==> src/rtl/if_stage.sv <==
// Instruction-fetch stage: owns the PC, runs a single-outstanding req/gnt/rvalid
// fetch to instruction memory and loads the IF/ID register for decode.
module if_stage #(
    parameter logic [31:0] RESET_PC  = 32'h0000_0000,
    parameter logic [31:0] NOP_INSTR = 32'h0000_0013
) (
    input  logic        clk,
    input  logic        reset,
    input  logic        stall,
    input  logic        flush,
    input  logic        redirect_valid,
    input  logic [31:0] redirect_pc,
    output logic        imem_req,
    output logic [31:0] imem_addr,
    input  logic        imem_gnt,
    input  logic        imem_rvalid,
    input  logic [31:0] imem_rdata,
    output logic [31:0] if_id_pc,
    output logic [31:0] if_id_instruction,
    output logic        if_id_valid
);

    localparam int unsigned XLEN = 32;

    typedef enum logic [1:0] {
        S_FETCH = 2'd0,
        S_WAIT  = 2'd1,
        S_HOLD  = 2'd2
    } state_e;

    state_e            state_q, state_d;
    logic [XLEN-1:0]   pc_q, pc_d;
    logic [XLEN-1:0]   req_pc_q, req_pc_d;
    logic              kill_q, kill_d;
    logic [XLEN-1:0]   buf_pc_q, buf_pc_d;
    logic [XLEN-1:0]   buf_instr_q, buf_instr_d;
    logic [XLEN-1:0]   id_pc_q, id_pc_d;
    logic [XLEN-1:0]   id_instr_q, id_instr_d;
    logic              id_valid_q, id_valid_d;

    logic              load_c;
    logic [XLEN-1:0]   load_pc_c;
    logic [XLEN-1:0]   load_instr_c;

    always_ff @(posedge clk or posedge reset) begin
        if (reset) begin
            state_q     <= S_FETCH;
            pc_q        <= RESET_PC;
            req_pc_q    <= '0;
            kill_q      <= 1'b0;
            buf_pc_q    <= '0;
            buf_instr_q <= '0;
            id_pc_q     <= '0;
            id_instr_q  <= NOP_INSTR;
            id_valid_q  <= 1'b0;
        end else begin
            state_q     <= state_d;
            pc_q        <= pc_d;
            req_pc_q    <= req_pc_d;
            kill_q      <= kill_d;
            buf_pc_q    <= buf_pc_d;
            buf_instr_q <= buf_instr_d;
            id_pc_q     <= id_pc_d;
            id_instr_q  <= id_instr_d;
            id_valid_q  <= id_valid_d;
        end
    end

    // Fetch FSM; a redirect overrides the PC in every state and poisons any in-flight fetch.
    always_comb begin
        state_d      = state_q;
        pc_d         = pc_q;
        req_pc_d     = req_pc_q;
        kill_d       = kill_q;
        buf_pc_d     = buf_pc_q;
        buf_instr_d  = buf_instr_q;
        load_c       = 1'b0;
        load_pc_c    = req_pc_q;
        load_instr_c = imem_rdata;

        case (state_q)
            S_FETCH: begin
                if (imem_gnt) begin
                    req_pc_d = pc_q;
                    pc_d     = pc_q + XLEN'(4);
                    kill_d   = redirect_valid;
                    state_d  = S_WAIT;
                end
            end
            S_WAIT: begin
                if (imem_rvalid) begin
                    kill_d  = 1'b0;
                    state_d = S_FETCH;
                    if (!kill_q && !redirect_valid) begin
                        if (stall) begin
                            buf_pc_d    = req_pc_q;
                            buf_instr_d = imem_rdata;
                            state_d     = S_HOLD;
                        end else begin
                            load_c = 1'b1;
                        end
                    end
                end else if (redirect_valid) begin
                    kill_d = 1'b1;
                end
            end
            S_HOLD: begin
                if (redirect_valid) begin
                    buf_pc_d    = '0;
                    buf_instr_d = '0;
                    state_d     = S_FETCH;
                end else if (!stall) begin
                    load_c       = 1'b1;
                    load_pc_c    = buf_pc_q;
                    load_instr_c = buf_instr_q;
                    state_d      = S_FETCH;
                end
            end
            default: state_d = S_FETCH;
        endcase

        if (redirect_valid) begin
            pc_d = redirect_pc & ~XLEN'(3);
        end
    end

    // IF/ID register: flush beats stall beats a new instruction; otherwise a bubble.
    always_comb begin
        id_pc_d    = id_pc_q;
        id_instr_d = id_instr_q;
        id_valid_d = id_valid_q;
        if (flush) begin
            id_pc_d    = '0;
            id_instr_d = NOP_INSTR;
            id_valid_d = 1'b0;
        end else if (!stall) begin
            if (load_c) begin
                id_pc_d    = load_pc_c;
                id_instr_d = load_instr_c;
                id_valid_d = 1'b1;
            end else begin
                id_pc_d    = '0;
                id_instr_d = NOP_INSTR;
                id_valid_d = 1'b0;
            end
        end
    end

    assign imem_req          = (state_q == S_FETCH) && !reset;
    assign imem_addr         = pc_q;
    assign if_id_pc          = id_pc_q;
    assign if_id_instruction = id_instr_q;
    assign if_id_valid       = id_valid_q;

endmodule

==> config.mk <==
export PLATFORM = sky130hd
export DESIGN_NAME = if_stage
export DESIGN_NICKNAME = d
export VERILOG_FILES = /design/src/rtl/if_stage.sv
export SDC_FILE = /design/constraint.sdc
export NUM_CORES = 1
export LEC_CHECK = 0
export CAP_MARGIN = 15
export CORE_UTILIZATION = 43
export CTS_BUF_LIST = sky130_fd_sc_hd__clkbuf_4 sky130_fd_sc_hd__clkbuf_8
export DETAILED_ROUTE_END_ITERATION = 6
export PLACE_DENSITY_LB_ADDON = 0.12
export SYNTH_ARGS = -nofsm -noshare
export SYNTH_HDL_FRONTEND = slang
export SYNTH_SLANG_ARGS = --single-unit
==> constraint.sdc <==
create_clock -name clk -period 6.8 [get_ports clk]
set_input_delay 1.02 -clock clk [delete_from_list [all_inputs] [get_ports clk]]
set_output_delay 1.02 -clock clk [all_outputs]
set_load 0.02 [all_outputs]
; ---- After elaboration in Yosys (flattened, before gate mapping)
; Cells that the tools add are included.
; W data, S select, Z words.
[classes]
add_sub_neg = 1
eq_ne = 10
muxes = 41
n_reduce_logical = 15
[op_table]
columns = operator, n
row1 = $mux W32, 20
row2 = $pmux W32 S2, 2
row3 = $add A32 B3 Y32 const B, 1
row4 = $mux W2, 6
row5 = $mux W1, 10
row6 = $ne A2 B2 Y1 const B, 5
row7 = $reduce_bool A2 Y1, 4
row8 = $ne A3 B3 Y1 const B, 2
row9 = $pmux W2 S3, 1
row10 = $reduce_and A3 Y1, 2
row11 = $reduce_and A5 Y1, 1
row12 = $pmux W1 S2, 2
row13 = $reduce_and A2 Y1, 2
row14 = $logic_not A1 Y1, 3
row15 = $eq A2 B1 Y1 const B, 1
row16 = $eq A2 B2 Y1 const B, 1
row17 = $logic_and A1 B1 Y1, 2
row18 = $logic_not A2 Y1, 1
row19 = $ne A2 B1 Y1 const B, 1
[totals]
reg_bits = 196
inputBits = 71
out_inout_bits = 98
elab_cells = 76

; ---- Depth between registers and ports, before layout
; Gate-level depths: netlist of the first run.
[logic_depth]
depth_word = 8
ltp_mapped = 8
mapped_depth_nobuf = 6

; ---- Worst setup path before layout of the first run
; Ideal clock, no wire load.
[synth_path]
path_type = input port to flip-flop
from = input imem_gnt
to = register pc_q[15] (netlist: imem_addr[15])
arrival_ps = 2348
slack_ps = 4315
path_stages = 6
path_buffers = 2
path_cell_list = nand4_2 or3_1 clkbuf_1 clkbuf_1 o311ai_0 nand3_1
[synth_via]
elab_chain_cells = 2
[synth_rtl]
columns = item, line
row1 = start: declaration, 15  ; input logic imem_gnt,
row2 = $reduce_bool A2 Y1 (no source line), --
row3 = $reduce_and A2 Y1 (no source line), --
row4 = end signal: assignment, 58  ; pc_q <= pc_d;
row5 = end: declaration, 32  ; logic [XLEN-1:0] pc_q, pc_d;
; No other way between the ends.
; A chain may end at the register's enable or synchronous reset.

; ---- Worst setup path after layout of the first run
[layout_path]
from = input redirect_valid
to = register id_instr_q[10] (netlist: if_id_instruction[10])
[layout_via]
elab_chain_cells = 8
elab_cells_between_ends = 11
cone_classes = mux (9) / reduce/logical (2)
[layout_rtl]
columns = item, line
row1 = start: declaration, 11  ; input logic redirect_valid,
row2 = $logic_not A1 Y1, 94  ; if (!kill_q && !redirect_valid) begin
row3 = $logic_and A1 B1 Y1, 94
row4 = $mux W1, 94
row5 = $mux W1, 91  ; if (imem_rvalid) begin
row6 = $pmux W1 S2, 81  ; case (state_q)
row7 = $mux W32 (*), 137  ; if (load_c) begin
row8 = $mux W32 (*), 136  ; end else if (!stall) begin
row9 = $mux W32 (*), 132  ; if (flush) begin
row10 = end signal: assignment, 64  ; id_instr_q <= id_instr_d;
row11 = end: declaration, 38  ; logic [XLEN-1:0] id_instr_q, id_instr_d;
; Every way passes the cells marked *; elsewhere a longest branch is shown, timed or not. The select of a mux whose other input is x is not followed.

==> impl_metrics.yaml, run 1 <==
global_route:
  grt_pass1_vias: 6209
  gr-usage-met2_pct: 32.1
  use_met1_pct: 29.0
  grt_use_total_pct: 20.4
  grt_util_met3_pct: 4.54
  grt-busiest-layer: "met2"
  overflow: 0
  grt_max_degree: 132
  antenna_found_initial: 0
  grt_first_pass_wirelength_um: 32400
status:
  run_status: "complete, no violations"
sta:
  rsz0062_at_grt: "false"
  period_share_pct: 55.2
  hold_violations: 0
  max_freq_mhz: 266
  worstMarginPinSlew_ns: 1.02
  fin_worst_skew_ns: 0.0127
  finalCriticalPeriod_ns: 3.75
  finalSetupTns_ns: 0
  slew_headroom_pct: 31.7
  slew_violations: 0
  setup_viol: 0
cells_and_area:
  num-nets-final: 1055
  layout-drive-gt1-share_pct: 8.66
  area_growth_pct: 26.4
  final_cell_area_um2: 10700
  antenna_cells: 0
  final_common_cell: "nand2_1"
  mostFrequentLayoutCells: "218 x nand2_1, 187 x dfrtp_1, 164 x clkdlybuf4s50_1"
routing:
  routedWlPerCell_um: 15.6
  dr.pass1.iters: 4
  ant_nets: 0
  drc: 0
  drt-initial-drc-count: 279
  viasPerCell: 5.07
  via_count: 6348
  wl_um: 19600
floorplanning:
  io_pins: 169
  dieHeight_um: 142
  die_w_um: 142
  die-area_um2: 20200
  rows: 50
  core-area_um2: 19000
  start_util_pct: 44.6
synth:
  ys_seq_area_share_pct: 56.3
  syn_area_um2: 8450
  yosysWarnings: 0
  synthArstFlopShare_pct: 100
  synth_area_per_cell_um2: 9.98
  synth_edf_count: 0
  ys.flop_type: "dfrtp_1"
  ys_types: 46
  netlist_instances: 847
  ys_seq_elements: 190
cts:
  insertion_delay_ns: 0.45
  holdBufCountCts: 0
  clk_pin_slew_ns: 0.10
  cts-root-buf: "clkbuf_8"
  cts_resized: 0
  htreeDepth: 4
  cts-buffers-inserted: 17
  postCtsSetupBuffers: 0
  cts_tree: "done"
  clock-sinks: 190
  max-clock-path-buffers: 2
power_and_ir_drop:
  p_int_mw: 2.11
  p_per_area_nw_per_um2: 290
  p_total_mw: 3.10
  clockPowerShare_pct: 23.3
  peakVddDrop_uv: 140
  power_frac_comb_pct: 24.5
  power.leakage_nw: 4.51
  sw_frac_of_total_pct: 31.9
  seqPwrFrac_pct: 52.2
  p_sw_uw: 989
worst_setup_path:
  critPathLaunch: "redirect_valid"
  crit_type: "in -> reg"
  end_kind: "flip-flop"
  critPathMaxFanout: 39
  worstPathArrival_ns: 4.08
  critPathLaunchType: "primary input"
  critPathRequiredTime_ns: 7.13
  rr_startpoint: "state_q[0]"
placement:
  io_buffers: 164
  place_area_um2: 10300
  dpl.hpwl_um: 12800
  globalplace.congestion: 0.754
hold_path:
  hp-start: "buf_pc_q[16]"
  hp-class: "reg -> reg"
flow_run:
  cap_violations: 0
metal layers:
layer / vias up / wire length, um
met2: 146 / 8750
met4: 0 / 102
met5: - / 0
met3: 9 / 896
li1: 3188 / -
met1: 3005 / 9820
critical path: stages:
cell and delay, ns:
clkdlybuf4s50_1 0.47, buf_4 0.35, clkinv_1 0.90, o2111ai_4 0.71
buf_4 0.45, o21ai_0 0.15
cell type report:
class,count,area [um^2]
timing repair buffer,174,1720
clock buffer,23,298
inverter,9,41.3
clock inverter,9,85.1
sequential,190,4760
multi-input combinational,588,3460
tap,260,325
fill,1700,8270
metrics by stage:
stage               util (%)  setup slack (ns)  hold WS, ns  instances
detailed placement      54.3              2.54        0.467       1221
floorplan                  -             0.614        0.444        848
CTS                     56.4              3.03        0.489       1253
global placement        54.3              2.55        0.459       1221
global route            56.4              2.83        0.509       1253
finish                  56.4              3.05        0.482       1253
cell usage after synthesis (2+ instances only):
library cell	number	area, um^2
o211ai_1	3	22.5
o21ai_0	136	681
buf_1	5	18.8
xnor2_1	6	52.6
nand2b_1	3	18.8
or3_1	3	18.8
or4_1	15	113
and4_1	3	26.3
a21oi_1	5	25.0
o31ai_1	12	90.1
mux2i_1	60	601
nor2b_1	3	18.8
nand2_1	218	818
mux2_2	31	349
a31oi_1	15	93.8
dfstp_2	3	78.8
buf_4	3	22.5
o31a_1	2	17.5
clkbuf_1	47	176
and2_1	2	12.5
nand4_1	7	43.8
xor2_1	4	35.0
nand4_2	2	25.0
inv_1	7	26.3
nand3_1	13	65.1
nor4_1	4	25.0
dfrtp_1	187	4680
o22a_1	3	26.3
nor2_1	21	78.8
ha_1	4	50.1
buf_2	5	25.0
flip-flops by register name, indices dropped and copies added, names as in the netlist:
| register | cells |
|---|---|
| if_id_valid | 1 |
| buf_pc_q | 31 |
| if_id_instruction | 32 |
| req_pc_q | 30 |
| kill_q | 1 |
| buf_instr_q | 32 |
| imem_addr | 30 |
| state_q | 2 |
| if_id_pc | 31 |
worst paths after layout:
| kind | end | slack, ns | cells past startpoint |
|---|---|---|---|
| hold / removal | buf_pc_q[16] | 0.48 | 2 |
| max in group asynchronous | buf_pc_q[17] | 4.25 | 3 |
| setup reg to reg | imem_addr[29] | 4.12 | 6 |
| setup / recovery | if_id_instruction[10] | 3.05 | 6 |
| min in group asynchronous | buf_pc_q[3] | 1.20 | 2 |
| hold reg to reg | buf_pc_q[16] | 0.48 | 2 |
power by group through the flow:
stage | registers, mW | clock network, mW | logic, mW
floorplan | 1.61 | 0 | 0.516
global placement | 1.63 | 0 | 0.748
detailed placement | 1.64 | 0 | 0.772
CTS | 1.62 | 0.743 | 0.774
global route | 1.66 | 0.789 | 0.870
finish | 1.62 | 0.722 | 0.760
logic make-up after synthesis:
group | Yosys count | synth area share, %
other | 1 | 0.0444
and+or+nand+nor | 300 | 15.6
muxes | 91 | 11.2
buffers and inverters | 70 | 3.40
DFF | 190 | 56.3
AOI/OAI and AO/OA | 181 | 11.8
xor gates and xnor gates | 10 | 1.04
adders and majority gates | 4 | 0.592
Note: power is estimated with default switching activity, not from simulation.
==> run 2, diff against run 1 <==
==> constraint.sdc (replaced) <==
create_clock -name clk -period 3.5 [get_ports clk]
set_input_delay 0.525 -clock clk [delete_from_list [all_inputs] [get_ports clk]]
set_output_delay 0.525 -clock clk [all_outputs]
set_load 0.02 [all_outputs]
==> run 2 against run 1 <==
Die area unchanged. Worst hold slack worse by 0.0092 ns. Sequential power up 94%. Largest power group unchanged. Critical endpoint is now imem_req. First-iteration DRC count up 7.2%. Non-clock buffer count up 8. Register-to-register slack worse by 3.3 ns.
==> impl_metrics.yaml, run 2 (synthesis gave the netlist of run 1 again) <==
sta:
  slew_headroom_pct: 37.0
  rsz0062_at_grt: "false"
  finalSetupTns_ns: 0
  period_share_pct: 76.3
  worstMarginPinSlew_ns: 0.944
  slew_violations: 0
  hold_violations: 0
  finalCriticalPeriod_ns: 2.67
  max_freq_mhz: 374
  fin_worst_skew_ns: 0.00892
  setup_viol: 0
  setup_slack_ns: 0.828
cts:
  clk_pin_slew_ns: 0.09
  cts_tree: "done"
  cts-buffers-inserted: 17
  postCtsSetupBuffers: 0
  insertion_delay_ns: 0.46
  clock-sinks: 190
  cts-root-buf: "clkbuf_8"
  htreeDepth: 4
  max-clock-path-buffers: 2
  holdBufCountCts: 0
  cts_resized: 0
flow_run:
  cap_violations: 0
cells_and_area:
  final_common_cell: "nand2_1"
  area_growth_pct: 27.2
  num-nets-final: 1063
  layout-drive-gt1-share_pct: 9.21
  antenna_cells: 0
  mostFrequentLayoutCells: "218 x nand2_1, 187 x dfrtp_1, 164 x clkdlybuf4s50_1"
  multi_input_area_um2: 3460
  final_cell_area_um2: 10800
  regArea_um2: 4760
  fillers: 1670
routing:
  via_count: 6380
  drc: 0
  ant_nets: 0
  routedWlPerCell_um: 15.6
  viasPerCell: 5.07
  wl_um: 19600
  drt-initial-drc-count: 299
  dr.pass1.iters: 4
worst_setup_path:
  worstPathArrival_ns: 2.15
  end_kind: "output port"
  rr_startpoint: "state_q[0]"
  slowest_delay_ns: 0.61
  rr_endpoint: "imem_addr[25]"
  path_cells: "inv_1 > ha_1 > inv_1 > nor2_1 > clkdlybuf4s50_1"
  r2r_cells: 6
  critPathLaunchType: "flip-flop"
  critPathMaxFanout: 7
  critPathLaunch: "state_q[0]"
  critPathRequiredTime_ns: 2.97
  r2r_setup_slack_ns: 0.85
  crit_top_cell: "inv_1"
  cp_top_family: "buffers and inverters"
  crit_slowest_cell: "clkdlybuf4s50_1"
  crit_buf_inv: 3
  crit_type: "reg -> out"
power_and_ir_drop:
  peakVddDrop_uv: 274
  power.leakage_nw: 4.54
  p_per_area_nw_per_um2: 560
floorplanning:
  io_pins: 169
  die_w_um: 142
  start_util_pct: 44.6
  core-area_um2: 19000
  dieHeight_um: 142
  rows: 50
  die-area_um2: 20200
placement:
  place_area_um2: 10400
  globalplace.congestion: 0.755
  dpl.hpwl_um: 13100
  io_buffers: 164
  dpl_worst_slack_ns: 0.680
status:
  run_status: "complete, no violations"
global_route:
  grt_max_degree: 94
  overflow: 0
  grt_first_pass_wirelength_um: 31800
  grt_pass1_vias: 6122
  antenna_found_initial: 0
  grt_use_total_pct: 20.2
hold_path:
  hp-class: "in -> async"
run 2: worst max path at each step:
stage                          end  slack [ns]  cells after the start
detailed placement   imem_addr[25]        0.68                      5
global route              imem_req        0.65                      5
finish                    imem_req        0.83                      5
floorplan           buf_instr_q[0]        0.53                      1
global placement     imem_addr[21]        0.71                      5
CTS                       imem_req        0.76                      5
run 2: routing by layer:
metal,wire [um],vias to the layer above,track usage [%]
li1,-,3206,-
met1,10000,2996,29.3
met2,8580,161,30.7
met3,824,17,4.24
met4,221,0,5.43
met5,0,-,0
run 2: stage by stage:
step                      utilization (%)  cells  hold WS, ns  power (mW)
after global placement               54.8   1229        0.459        4.63
after floorplan                         -    848        0.444        4.14
after CTS                            56.7   1259        0.447        6.11
final                                56.7   1259        0.473        6.02
after global routing                 56.7   1259        0.468        6.45
after detailed placement             54.8   1229        0.464        4.70
run 2: layout make-up:
class / instances / share of cell area [%]
well taps: 260 / 3.02
inverters: 9 / 0.349
flip-flops and latches: 190 / 44.2
multi-input cells: 588 / 32.2
clock buffers: 21 / 2.69
clock inverters: 9 / 0.791
repair buffers: 182 / 16.8
run 2: power breakdown:
| group | total, mW | leakage [nW] | switching [mW] | internal [mW] |
|---|---|---|---|---|
| Clock | 1.39 | 0.186 | 0.762 | 0.632 |
| Combinational | 1.49 | 1.93 | 0.770 | 0.720 |
| Sequential | 3.14 | 2.43 | 0.391 | 2.75 |
